## src/rtl/vend_pkg.sv

```systemverilog
// Shared vending-machine definitions: payout state encoding, coin values and
// the coin selection rule used by both the controller and the payout unit.
package vend_pkg;

    typedef enum logic [1:0] {
        IDLE   = 2'd0,
        DIME   = 2'd1,
        NICKEL = 2'd2,
        DONE   = 2'd3
    } state_t;

    localparam int DIME_VALUE   = 10;
    localparam int NICKEL_VALUE = 5;

    // Dimes first; nickels only if a dime cannot be paid; otherwise finish.
    function automatic state_t select_coin(input logic dime_ok, input logic nickel_ok);
        if (dime_ok) begin
            return DIME;
        end else if (nickel_ok) begin
            return NICKEL;
        end else begin
            return DONE;
        end
    endfunction

endpackage

```

## src/rtl/stock_counter.sv

```systemverilog
// Hopper inventory counter: saturating restock, decrement per ejected coin,
// simultaneous restock and eject cancel out.
module stock_counter #(
    parameter int STOCK_W = 8,
    parameter int INIT    = 20
) (
    input  logic               clk,
    input  logic               reset,
    input  logic               inc,
    input  logic               dec,
    output logic [STOCK_W-1:0] count
);

    localparam logic [STOCK_W-1:0] MAX_COUNT  = '1;
    localparam logic [STOCK_W-1:0] INIT_COUNT = STOCK_W'(INIT);

    always_ff @(posedge clk or posedge reset) begin
        if (reset) begin
            count <= INIT_COUNT;
        end else if (inc && !dec) begin
            if (count != MAX_COUNT) begin
                count <= count + 1'b1;
            end
        end else if (dec && !inc) begin
            if (count != '0) begin
                count <= count - 1'b1;
            end
        end
    end

endmodule

```

## src/rtl/coin_payout.sv

```systemverilog
// Coin payout unit: accepts a change amount and pays it out one coin at a time,
// dimes preferred, reporting any amount the hoppers could not cover.
module coin_payout
    import vend_pkg::*;
#(
    parameter int N            = 6,
    parameter int STOCK_W      = 8,
    parameter int INIT_DIMES   = 20,
    parameter int INIT_NICKELS = 20
) (
    input  logic               clk,
    input  logic               reset,
    input  logic               req_valid,
    input  logic [N-1:0]       req_amount,
    output logic               req_ready,
    output logic               dime_req,
    output logic               nickel_req,
    input  logic               coin_ack,
    input  logic               restock_dime,
    input  logic               restock_nickel,
    output logic [STOCK_W-1:0] dime_stock,
    output logic [STOCK_W-1:0] nickel_stock,
    output logic               done,
    output logic               short,
    output logic [N-1:0]       remainder
);

    localparam logic [N-1:0] DIME_AMT   = N'(DIME_VALUE);
    localparam logic [N-1:0] NICKEL_AMT = N'(NICKEL_VALUE);

    state_t       state_q;
    state_t       state_d;
    logic [N-1:0] remaining_q;
    logic [N-1:0] remaining_d;
    logic [N-1:0] sel_value;
    logic         do_select;
    logic         enter_done;
    logic         short_q;
    logic [N-1:0] remainder_q;
    logic         dime_ack;
    logic         nickel_ack;
    logic         dime_avail;
    logic         nickel_avail;

    assign dime_ack   = (state_q == DIME) && coin_ack;
    assign nickel_ack = (state_q == NICKEL) && coin_ack;

    stock_counter #(
        .STOCK_W (STOCK_W),
        .INIT    (INIT_DIMES)
    ) u_dime_stock (
        .clk   (clk),
        .reset (reset),
        .inc   (restock_dime),
        .dec   (dime_ack),
        .count (dime_stock)
    );

    stock_counter #(
        .STOCK_W (STOCK_W),
        .INIT    (INIT_NICKELS)
    ) u_nickel_stock (
        .clk   (clk),
        .reset (reset),
        .inc   (restock_nickel),
        .dec   (nickel_ack),
        .count (nickel_stock)
    );

    // After an acked coin, selection must see the stock as it will be next cycle.
    assign dime_avail   = dime_ack   ? ((dime_stock > STOCK_W'(1)) || restock_dime)
                                     : (dime_stock != '0);
    assign nickel_avail = nickel_ack ? ((nickel_stock > STOCK_W'(1)) || restock_nickel)
                                     : (nickel_stock != '0);

    always_comb begin
        state_d     = state_q;
        remaining_d = remaining_q;
        sel_value   = '0;
        do_select   = 1'b0;
        case (state_q)
            IDLE: begin
                if (req_valid) begin
                    remaining_d = req_amount;
                    sel_value   = req_amount;
                    do_select   = 1'b1;
                end
            end
            DIME: begin
                if (coin_ack) begin
                    remaining_d = remaining_q - DIME_AMT;
                    sel_value   = remaining_d;
                    do_select   = 1'b1;
                end
            end
            NICKEL: begin
                if (coin_ack) begin
                    remaining_d = remaining_q - NICKEL_AMT;
                    sel_value   = remaining_d;
                    do_select   = 1'b1;
                end
            end
            DONE: begin
                state_d = IDLE;
            end
            default: begin
                state_d = IDLE;
            end
        endcase
        if (do_select) begin
            state_d = select_coin((sel_value >= DIME_AMT) && dime_avail,
                                  (sel_value >= NICKEL_AMT) && nickel_avail);
        end
    end

    assign enter_done = (state_d == DONE) && (state_q != DONE);

    always_ff @(posedge clk or posedge reset) begin
        if (reset) begin
            state_q     <= IDLE;
            remaining_q <= '0;
            short_q     <= 1'b0;
            remainder_q <= '0;
        end else begin
            state_q     <= state_d;
            remaining_q <= remaining_d;
            if (enter_done) begin
                remainder_q <= remaining_d;
                short_q     <= (remaining_d >= NICKEL_AMT);
            end
        end
    end

    assign req_ready  = (state_q == IDLE);
    assign dime_req   = (state_q == DIME);
    assign nickel_req = (state_q == NICKEL);
    assign done       = (state_q == DONE);
    assign short      = short_q;
    assign remainder  = remainder_q;

endmodule

```

## config.mk

```make
export PLATFORM = sky130hd
export DESIGN_NAME = coin_payout
export DESIGN_NICKNAME = d
export VERILOG_FILES = /design/src/rtl/vend_pkg.sv /design/src/rtl/stock_counter.sv /design/src/rtl/coin_payout.sv
export SDC_FILE = /design/constraint.sdc
export NUM_CORES = 1
export LEC_CHECK = 0
export ABC_AREA = 1
export BUFFER_PORTS_ARGS = -buffer_cell sky130_fd_sc_hd__buf_2
export CAP_MARGIN = 20
export CORE_ASPECT_RATIO = 0.75
export CORE_MARGIN = 4
export CORE_UTILIZATION = 39
export CTS_CLUSTER_DIAMETER = 150
export CTS_CLUSTER_SIZE = 30
export DETAILED_ROUTE_END_ITERATION = 12
export SETUP_SLACK_MARGIN = 0.2
export SYNTH_ARGS = -nofsm -noshare
export SYNTH_HDL_FRONTEND = slang
export SYNTH_SLANG_ARGS = --single-unit
export TNS_END_PERCENT = 50
```

## constraint.sdc

```tcl
create_clock -name clk -period 2.02 [get_ports clk]
set_input_delay 0.202 -clock clk [delete_from_list [all_inputs] [get_ports clk]]
set_output_delay 0.202 -clock clk [all_outputs]
set_load 0.1 [all_outputs]
```

=== Word-level counts from Yosys, hierarchy flattened ===
Index checks and enable logic that the tools add are counted.

* Input bits: 12
* Logic and storage cells: 76
* Output and inout port bits: 27
* Register bits: 31

* Order comparisons: 5
* Multiplexer cells: 25
* Reduce and logical (&&, ||, !) cells: 25
* Equal/unequal tests: 9
* Add/sub/neg operators: 6

{| class="wikitable"
|+ Operators with widths
! kind !! number
|-
| 8-bit 2-to-1 mux || 8
|-
| 6-bit 2-to-1 mux || 6
|-
| 6-bit case mux with 3 select lines || 2
|-
| 8-bit by 1-bit adder with 8-bit output, second input constant || 2
|-
| 8-bit by 1-bit > comparator with 1-bit output, second input constant || 2
|-
| 8-bit inequality test, second input constant || 2
|-
| 8-bit nonzero test || 2
|-
| 8-bit by 1-bit subtractor with 8-bit output, second input constant || 2
|-
| 6-bit by 3-bit greater-or-equal comparator with 1-bit output, second input constant || 2
|-
| 1-bit logical AND || 9
|-
| 2-bit nonzero test || 4
|-
| 2-bit equality test, second input constant || 3
|-
| 6-bit by 4-bit greater-or-equal comparator with 1-bit output, second input constant || 1
|-
| 2-bit 2-to-1 mux || 3
|-
| 2-bit inequality test, second input constant || 3
|-
| 3-bit AND reduction || 2
|-
| 6-bit by 3-bit subtractor with 6-bit output, second input constant || 1
|-
| 6-bit by 4-bit subtractor with 6-bit output, second input constant || 1
|-
| 1-bit 2-to-1 mux || 5
|-
| 1-bit logical NOT || 4
|-
| 2-bit by 1-bit equality test with 1-bit output, second input constant || 1
|-
| 2-bit logical NOT || 1
|-
| 1-bit logical OR || 2
|-
| 1-bit case mux with 2 select lines || 1
|-
| 2-bit OR reduction || 1
|}

=== Logic depth before layout (Yosys ltp) ===
Gate-level depths: netlist of the first run.

* Depth in word-level cells: 10
* Gate-level depth with buffers: 18
* Depth with buffers taken out: 18

=== Cells and area by module ===
Synthesis of the first run repeated with hierarchy kept, for this count alone.

* Cells, all modules: 411
* Area total of the unflattened synthesis: 2775.2 µm²

{| class="wikitable"
|+ Modules (own cells, without submodules)
! module !! instances !! cells each !! seq. area each (µm²) !! area each (µm²)
|-
| stock_counter || 2 || 109 || 202.7 || 730.7
|-
| coin_payout || 1 || 193 || 375.4 || 1313.8
|}

=== Least setup slack after synthesis of the first run ===
OpenSTA, ideal clock, no wires.

* Kind: flip-flop to flip-flop
* Start: reg state_q[1]
* End: reg remainder_q[0] (netlist: remainder[0])
* Clock period less this slack: 2.660 ns
* Stages on the path, launching flop included: 14
* Path buffers: 0
* Slack: -0.640 ns
* Arrival: 2.538 ns
* Cell sequence: dfrtp_1 -> inv_1 -> ha_1 -> nand2_2 -> o21ai_2 -> nor2_1 -> nand3_2 -> nand4_1 -> nand2_2 -> nand2_2 -> a21oi_4 -> nand2_4 -> nand2_1 -> nand2_1

* Word-level cells in the longest chain between the ends: 9

{| class="wikitable"
|+ RTL lines
! element !! line !! text
|-
| start, declared || coin_payout.sv:31 || <nowiki>state_t state_q;</nowiki>
|-
| start signal, assigned || coin_payout.sv:125 || <nowiki>state_q <= state_d;</nowiki>
|-
| 2-bit by 1-bit equality test with 1-bit output * || - ||
|-
| named net dime_req || coin_payout.sv:16 || <nowiki>output logic dime_req,</nowiki>
|-
| 6-bit case mux with 3 select lines || coin_payout.sv:81 || <nowiki>case (state_q)</nowiki>
|-
| 6-bit by 3-bit greater-or-equal comparator with 1-bit output || coin_payout.sv:112 || <nowiki>(sel_value >= NICKEL_AMT) && nickel_avail);</nowiki>
|-
| 1-bit logical AND || coin_payout.sv:112 ||
|-
| 1-bit 2-to-1 mux || vend_pkg.sv:19 || <nowiki>end else if (nickel_ok) begin</nowiki>
|-
| 2-bit 2-to-1 mux || vend_pkg.sv:17 || <nowiki>if (dime_ok) begin</nowiki>
|-
| 2-bit 2-to-1 mux || coin_payout.sv:110 || <nowiki>if (do_select) begin</nowiki>
|-
| 2-bit equality test || coin_payout.sv:116 || <nowiki>assign enter_done = (state_d == DONE) && (state_q != DONE);</nowiki>
|-
| 1-bit logical AND || coin_payout.sv:116 ||
|-
| end signal, assigned || coin_payout.sv:128 || <nowiki>remainder_q <= remaining_d;</nowiki>
|-
| end, declared || coin_payout.sv:39 || <nowiki>logic [N-1:0] remainder_q;</nowiki>
|}

The timed path passes the listed nets; every way through them passes the cells marked *.
A chain may end at the register's enable or synchronous reset.

=== Worst setup path in the final report of the first run ===
* Start: reg remaining_q[2]
* End: reg remainder_q[1] (netlist: remainder[1])

* Word-level cells in the longest chain between the ends: 10

{| class="wikitable"
|+ RTL lines
! element !! line !! text
|-
| start, declared || coin_payout.sv:33 || <nowiki>logic [N-1:0] remaining_q;</nowiki>
|-
| start signal, assigned || coin_payout.sv:126 || <nowiki>remaining_q <= remaining_d;</nowiki>
|-
| 6-bit by 3-bit subtractor with 6-bit output or 6-bit by 4-bit subtractor with 6-bit output (tied branches) || coin_payout.sv:98, coin_payout.sv:91 ||
|-
| 6-bit 2-to-1 mux, on equally long branches || coin_payout.sv:97, coin_payout.sv:90 ||
|-
| 6-bit case mux with 3 select lines * || coin_payout.sv:81 ||
|-
| 6-bit by 3-bit greater-or-equal comparator with 1-bit output || coin_payout.sv:112 ||
|-
| 1-bit logical AND || coin_payout.sv:112 ||
|-
| 1-bit 2-to-1 mux || vend_pkg.sv:19 ||
|-
| 2-bit 2-to-1 mux * || vend_pkg.sv:17 ||
|-
| 2-bit 2-to-1 mux * || coin_payout.sv:110 ||
|-
| 2-bit equality test * || coin_payout.sv:116 ||
|-
| 1-bit logical AND * || coin_payout.sv:116 ||
|}

Every way passes the cells marked *; elsewhere a longest branch is shown, timed or not.

==> summary.txt, run 1 <==
Timing
  – Period utilization: 105%
  – FMAX: 471 MHz
  – Final WS setup: -0.102 ns
  – Crit path time final: approximately 2.1 ns
  – Fin. Hold Viols: 0
  – Slew HR: 59.6%
  – Final Max Slew Viols: 0
  – Setup TNS: -0.622 ns
  – Worst slew pin tran: approximately 0.60 ns
  – RSZ-0062 raised after global routing: yes
  – Final setup viols: 7
  – Fin Clk Skew: between 0.006 and 0.007 ns

Worst setup path
  – Critical path buffers and inverters: 2
  – Worst path cell trace: buf_4, ha_4, nand2_4, nand3_1, nand3_1, nand2_2, nand3_1, nand4_1, nand2_2, nand2_2, a21oi_4, buf_6, nand3_1, nand2_1
  – Slowest CP cell: dfrtp_1
  – Max incr delay on CP: 0.42 ns
  – Worst Path Class, Setup: flop to flop
  – Worst Path Max Fanout: 4
  – CP delay by family, top: simple AND/OR/NAND/NOR gates
  – Data required time of the critical path: 2.25 ns
  – Crit path top cell by count: nand3_1
  – CP startpoint kind: flop
  – Worst EP arrival: 2.35 ns
  – CP endpoint kind: flop

Floorplan
  – Chip height: ~75 um
  – Initial core utilization: between 40 and 50%
  – Die W: between 90 and 100 um
  – Row cnt: 24
  – Die ar.: 7360 sq um
  – # IOs: 39
  – Core Region: around 5800 sq um

Detailed routing
  – 1st-pass router iterations: 4
  – DRT antenna net count: 0
  – Starting DRT DRC Count: 94
  – Vias post-DR: 2402
  – Vias per cell: about 5
  – WL final: around 6700 um
  – Avg WL per Cell: ~14 um
  – DR DRC count: 0

Cells and area
  – Fin nets: 435
  – Fin area: between 3000 and 4000 sq um
  – Area of the multi-input gates: 1730 sq um
  – Area Growth Syn to Fin: 49.2%
  – N_diodes: 0
  – Final Non-Filler Cells: 483
  – Fraction of layout cells with a size suffix above 1: roughly half
  – Register Area: approximately 810 sq um
  – Layout fillers: roughly 500

Synthesis
  – Gate Count Post-Synth: between 300 and 400
  – Sequential-to-total area share from yosys stat: 33.2%
  – Cell variety after synth: 36
  – #FFs+latches synth: 31
  – Yosys synthesis warning count: 0
  – Post-Syn Area: ~2400 sq um
  – Syn Nets: roughly 350
  – Syn Area/Cell: 7.43 sq um

GRT
  – GR Overflow Total: 0
  – Vias in the first global route: approximately 2200
  – First-pass GRT wire length: roughly 10000 um
  – Total Routing Usage GR: 16.9%
  – Initial antenna violation count: 0
  – Pin count of the biggest net entering global routing: 18

Hold path
  – HP Class: primary input to flop

Clock tree
  – Root Driver: clkbuf_8
  – TritonCTS clock tree: yes
  – CTS Buf Count: 5
  – Clk Latency, worst-skew pair: between 0.2 and 0.3 ns
  – Worst-path clk slew: 0.07 ns
  – Max clock buf depth: 2
  – Clock Sinks: 31
  – CTS HTree Levels: 2

Run
  – Max-Cap Viols: 0

Placed design
  – Placed inst area: 2980 sq um
  – Post-DP HPWL: 4780 um
  – Placed cells: 460
  – Port Buffer Count: 38
  – RD Place Congestion: 0.880
  – Post-placement setup slack: -0.130 ns

Status
  – Outcome: finished with violations
  – Failing checks: negative setup slack
[cells in the mapped netlist]
| library cell | number | area share [%] |
|---|---|---|
| nand4_1 | 7 | 1.9 |
| xor2_1 | 15 | 5.6 |
| o21ai_1 | 3 | 0.64 |
| a31oi_1 | 2 | 0.53 |
| nand2_4 | 2 | 0.96 |
| a21oi_1 | 8 | 1.7 |
| nor4_1 | 3 | 0.80 |
| o22ai_1 | 2 | 0.53 |
| inv_4 | 1 | 0.27 |
| nor3_2 | 1 | 0.43 |
| nand3_1 | 26 | 5.5 |
| buf_6 | 1 | 0.48 |
| o31ai_1 | 1 | 0.32 |
| nand2_1 | 76 | 12 |
| and3_1 | 1 | 0.27 |
| nor3b_1 | 1 | 0.32 |
| inv_1 | 42 | 6.7 |
| nand2_2 | 11 | 2.9 |
| nor2_2 | 2 | 0.53 |
| o21bai_2 | 1 | 0.48 |
| inv_2 | 5 | 0.80 |
| dfstp_2 | 4 | 4.5 |
| dfrtp_1 | 27 | 29 |
| clkbuf_1 | 1 | 0.16 |
| o21ai_0 | 14 | 3.0 |
| o211ai_1 | 4 | 1.3 |
| ha_1 | 19 | 10 |
| a21oi_4 | 1 | 0.69 |
| nor3_1 | 6 | 1.3 |
| o21ai_2 | 2 | 0.74 |
| o2111ai_1 | 1 | 0.37 |
| nand3_2 | 3 | 1.3 |
| a31o_2 | 1 | 0.37 |
| xnor2_1 | 1 | 0.37 |
| nor2_1 | 21 | 3.3 |
| clkinv_1 | 1 | 0.16 |
[per-stage QoR]
| step | hold WS (ns) | utilization (%) |
|---|---|---|
| global placement | 0.292 | 51.1 |
| finish | 0.425 | 60.3 |
| floorplan | 0.302 | - |
| detailed placement | 0.306 | 51.1 |
| global route | 0.461 | 60.3 |
| CTS | 0.413 | 54.9 |
[registers in the layout (all words and copies together) (netlist names)]
name,flops
short,1
remainder,6
state_q,2
remaining_q,6
u_nickel_stock.count,8
u_dime_stock.count,8
[area by class of cell]
| class | count | share of cell area (%) |
|---|---|---|
| clock buffer | 5 | 1.96 |
| clock inverter | 3 | 1.25 |
| inverter | 49 | 5.84 |
| multi-input combinational | 236 | 49.4 |
| sequential | 31 | 23.1 |
| tap | 78 | 2.78 |
| timing repair buffer | 81 | 15.7 |
[final timing paths]
path / to / depth (start not counted) / from / slack [ns]
min: u_nickel_stock.count[6]$_DFFE_PP0P_ / 5 / restock_nickel / 0.42
min reg2reg: remainder[2]$_DFFE_PP0P_ / 2 / remainder[2]$_DFFE_PP0P_ / 0.48
max: remainder[1]$_DFFE_PP0P_ / 14 / remaining_q[2]$_DFF_PP0_ / -0.10
max reg2reg: remainder[1]$_DFFE_PP0P_ / 14 / remaining_q[2]$_DFF_PP0_ / -0.10
min in group asynchronous: u_dime_stock.count[3]$_DFFE_PP0P_ / 3 / reset / 0.53
max in group asynchronous: state_q[1]$_DFF_PP0_ / 4 / reset / 0.82
[timing repair]
item | CTS | global route
buffers inserted | 6 | 7
gates resized for setup | 12 | 62
endpoints found under the hold margin | 2 | 0
pin swaps | 18 | 33
hold buffers | 1 | 0
cloned | 1 | 0
endpoints found under the setup margin | 14 | 23
[cell families after synthesis]
| family | count (synthesis) | share of synthesized area (%) |
|---|---|---|
| buffers and inverters | 51 | 8.55 |
| XOR/XNOR | 16 | 5.95 |
| AO/OA/AOI/OAI | 40 | 10.6 |
| AND/OR/NAND/NOR | 160 | 31.6 |
| adder cells (fa/ha/maj) | 19 | 10.1 |
| flip-flops | 31 | 33.2 |
[per-layer routing]
layer	GRT usage [%]	share of wire [%]	vias to the layer above
li1	-	-	1208
met1	24.8	50	1124
met2	25.7	45	62
met3	3.66	4.6	8
met4	3.99	0.82	0
met5	0	0	-
[worst register-to-register path, stage by stage (launching register included)]
cell and delay, ns:
dfrtp_1 0.42, buf_4 0.16, ha_4 0.16, nand2_4 0.08, nand3_1 0.09, nand3_1 0.13
nand2_2 0.10, nand3_1 0.09, nand4_1 0.13, nand2_2 0.11, nand2_2 0.07, a21oi_4 0.24
buf_6 0.13, nand3_1 0.08, nand2_1 0.08
[layout by cell type, fill, tap and decap left out, types with 3 or more instances in the layout]
cell type / n
nand4_1: 7
buf_4: 35
nand2_4: 9
a21oi_1: 6
nor2_2: 3
inv_4: 6
o21ai_1: 5
dfrtp_4: 3
clkbuf_8: 5
nand3_2: 11
xor2_1: 15
inv_1: 33
ha_1: 11
nand2_2: 21
buf_6: 6
nor2_1: 18
nand3_1: 18
o21ai_2: 3
nor3_2: 4
o21ai_0: 11
o211ai_1: 4
dfrtp_1: 13
buf_2: 38
inv_2: 8
ha_4: 8
nand2_1: 59
dfrtp_2: 11
Power of run 1 is not shown: default switching activity piles up to over one toggle a cycle in this logic, so the estimate is an artifact.
==> inputs of run 2 (changes only) <==
- ABC_AREA: 1 -> not set
- SKIP_CTS_REPAIR_TIMING: not set -> 1
==> run 2 against run 1 <==
The run ends with negative hold slack, negative setup slack left. Sequential share of layout area increased by 0.20 points. Non-clock buffer count rose by 27. Design area is 1.6% lower. Routed wire length decreased by 0.54%. Maximum frequency is 15% lower. Register-to-register slack got worse by 0.39 ns. Worst setup slack worse by 0.39 ns. Highest routed layer unchanged. Via count decreased by 7.0%. Critical path type unchanged.
==> summary.txt, run 2 <==
Detailed routing
  – Vias per cell: 5.17 (+4.0%)
  – Avg WL per Cell: 15.4 um (+11%)
  – WL final: 6630 um (-0.54%)
  – DRT antenna net count: 0 (unchanged)
  – 1st-pass router iterations: 5 (+1)
  – Vias post-DR: 2234 (-7.0%)
  – DR DRC count: 0 (unchanged)
  – Starting DRT DRC Count: 144 (+53%)

Timing
  – Fin. Hold Viols: 18 (+18)
  – Setup TNS: -3.93 ns (-3.31 ns)
  – Final WS setup: -0.491 ns (-0.389 ns)
  – Fin Clk Skew: 0.00754 ns (+0.00143 ns)
  – Period utilization: 124% (+19 points)
  – RSZ-0062 raised after global routing: yes
  – Minimum hold slack: -0.0127 ns (-0.438 ns)
  – Slew HR: 67.5% (+7.9 points)
  – FMAX: 398 MHz (-15%)
  – Final setup viols: 10 (+3)
  – Worst slew pin tran: 0.491 ns (-0.114 ns)
  – Final Max Slew Viols: 0 (unchanged)
  – Crit path time final: 2.51 ns (+0.389 ns)

Cells and area
  – Fraction of layout cells with a size suffix above 1: 50.7% (+2.3 points)
  – Layout fillers: 454 (-9.7%)
  – Fin nets: 387 (-11%)
  – N_diodes: 0 (unchanged)
  – Most frequent cells in the layout: buf_4, buf_2, nand2_1, nor2_1, dfrtp_1
  – Largest regs: u_dime_stock.count: 8 flops, u_nickel_stock.count: 8 flops
  – Area Growth Syn to Fin: 53.1%
  – Final core utilization: 63.2% (+2.9 points)
  – Most common cell after layout, fill and taps aside: buf_4

Synthesis
  – EDFF count, synth: 0 (unchanged)
  – Synth top area cells: dfrtp_1, ha_1, dfstp_2
  – Cell variety after synth: 54 (+50%)
  – Syn Area/Cell: 9.03 sq um (+22%)
  – Sequential-to-total area share from yosys stat: 34.6% (+1.4 points)
  – Syn Nets: 281 (-19%)
  – #FFs+latches synth: 31 (unchanged)
  – Top-count cell post-synth: dfrtp_1
  – Yosys synthesis warning count: 0 (unchanged)
  – Top_reg_cell synth: dfrtp_1
  – Gate Count Post-Synth: 250 (-21%)
  – Share of the synthesized area in the top cell type: 29.9% (+1.2 points)
  – Dominant cell type by area after synthesis: dfrtp_1
  – FFs w/ async S/R, synth: 100% (unchanged)
  – Most instantiated cells after synthesis: dfrtp_1, nand2_1, ha_1
  – Post-Syn Area: 2260 sq um (-4.1%)

Worst setup path
  – Data required time of the critical path: 2.19 ns (-0.06 ns)
  – Worst path cell trace: ha_2, a2111oi_4, buf_4, nand2_1, a32o_2, o2111ai_4, o21ai_4, a31oi_4, buf_12, mux2_4
  – Worst reg2reg startpoint: remaining_q[2]$_DFF_PP0_
  – Worst EP arrival: 2.68 ns (+0.33 ns)
  – Worst Path Class, Setup: flop to flop
  – Critical path buffers and inverters: 2 (unchanged)
  – CP delay by family, top: compound AO/OA/AOI/OAI gates
  – CP endpoint kind: flop
  – Crit. Startpoint: remaining_q[2]$_DFF_PP0_
  – Slowest CP cell: dfrtp_2
  – CP startpoint kind: flop
  – Max incr delay on CP: 0.44 ns (+0.02 ns)
  – Worst Path Max Fanout: 7 (+3)

GRT
  – Pin count of the biggest net entering global routing: 32 (+14)
  – GR Overflow Total: 0 (unchanged)
  – First-pass GRT wire length: 10300 um (+1.8%)
  – Vias in the first global route: 2077 (-5.5%)
  – Total Routing Usage GR: 18.9% (+2.0 points)
  – Initial antenna violation count: 0 (unchanged)

Run
  – Max-Cap Viols: 0 (unchanged)

Clock tree
  – CTS Buf Count: 5 (unchanged)
  – Clock Sinks: 31 (unchanged)
  – Worst-path clk slew: 0.07 ns (about the same)
  – TritonCTS clock tree: yes
  – Root Driver: clkbuf_8
  – CTS HTree Levels: 2 (unchanged)
  – Clk Latency, worst-skew pair: 0.29 ns (about the same)
  – Max clock buf depth: 2 (unchanged)

Status
  – Failing checks: negative hold slack, negative setup slack
  – Outcome: finished with violations

Floorplan
  – Chip height: 73.9 um (-1.9%)
  – Row cnt: 23 (-4.2%)
  – Die ar.: 7080 sq um (-3.8%)
  – Initial core utilization: 41.3% (+0.86 points)
  – # IOs: 39 (unchanged)
  – Die W: 95.8 um (-1.9%)
  – Core Region: 5470 sq um (-6.1%)

Placed design
  – Port Buffer Count: 38 (unchanged)
  – Post-placement setup slack: -0.526 ns (-0.397 ns)
  – Post-DP HPWL: 4760 um (-0.36%)
  – RD Place Congestion: 0.869 (-1.3%)

Hold path
  – HP Class: primary input to async pin
-- run 2: cells by family after synthesis --
logic type	count (synthesis)	share of synthesized area, %
AO/OA/AOI/OAI	63	19.9
XOR/XNOR	19	7.37
adder cells (fa/ha/maj)	19	10.5
buffers and inverters	26	4.55
flip-flops	31	34.6
multiplexers	8	3.99
AND/OR/NAND/NOR	84	19.1
-- run 2: final timing paths --
| kind | end | slack, ns | cells past startpoint |
|---|---|---|---|
| worst max-delay path | remainder[4]$_DFFE_PP0P_ | -0.49 | 10 |
| worst min-delay path | u_dime_stock.count[7]$_DFFE_PP0P_ | -0.01 | 3 |
| worst max register to register | remainder[4]$_DFFE_PP0P_ | -0.49 | 10 |
| worst min register to register | remainder[5]$_DFFE_PP0P_ | 0.50 | 1 |
| max in group asynchronous | u_nickel_stock.count[1]$_DFFE_PP0P_ | 1.70 | 3 |
| min in group clk | remaining_q[0]$_DFF_PP0_ | 0.34 | 3 |
-- run 2: final cells by class --
cell class	instances	area (sq um)	area share, %
inverters	17	63.8	1.85
repair buffers	108	749	21.7
clock buffers	7	76.3	2.21
clock inverters	1	30.0	0.869
well taps	75	93.8	2.72
multi-input cells	193	1640	47.3
flip-flops and latches	31	807	23.4
-- run 2: per-stage QoR --
stage,area [sq um],hold slack (ns),std cells
floorplan,2440,0.302,250
global placement,3140,0.305,418
detailed placement,3140,0.316,418
CTS,3240,-0.00271,426
global route,3460,0.0300,432
finish,3460,-0.0127,432
-- run 2: metal layers --
metal | global-route usage, % | vias to the layer above | share of wire (%)
met5 | 0 | - | 0
met4 | 4.57 | 0 | 0.93
met3 | 4.81 | 8 | 5.7
met2 | 27.0 | 62 | 45
met1 | 28.2 | 1050 | 48
li1 | - | 1114 | -
-- run 2: worst register-to-register path: stages, from the launching register on --
cell	delay [ns]
dfrtp_2	0.44
ha_2	0.21
a2111oi_4	0.39
buf_4	0.18
nand2_1	0.05
a32o_2	0.25
o2111ai_4	0.09
o21ai_4	0.10
a31oi_4	0.22
buf_12	0.16
mux2_4	0.30
Power of run 2 is left out for the same reason.
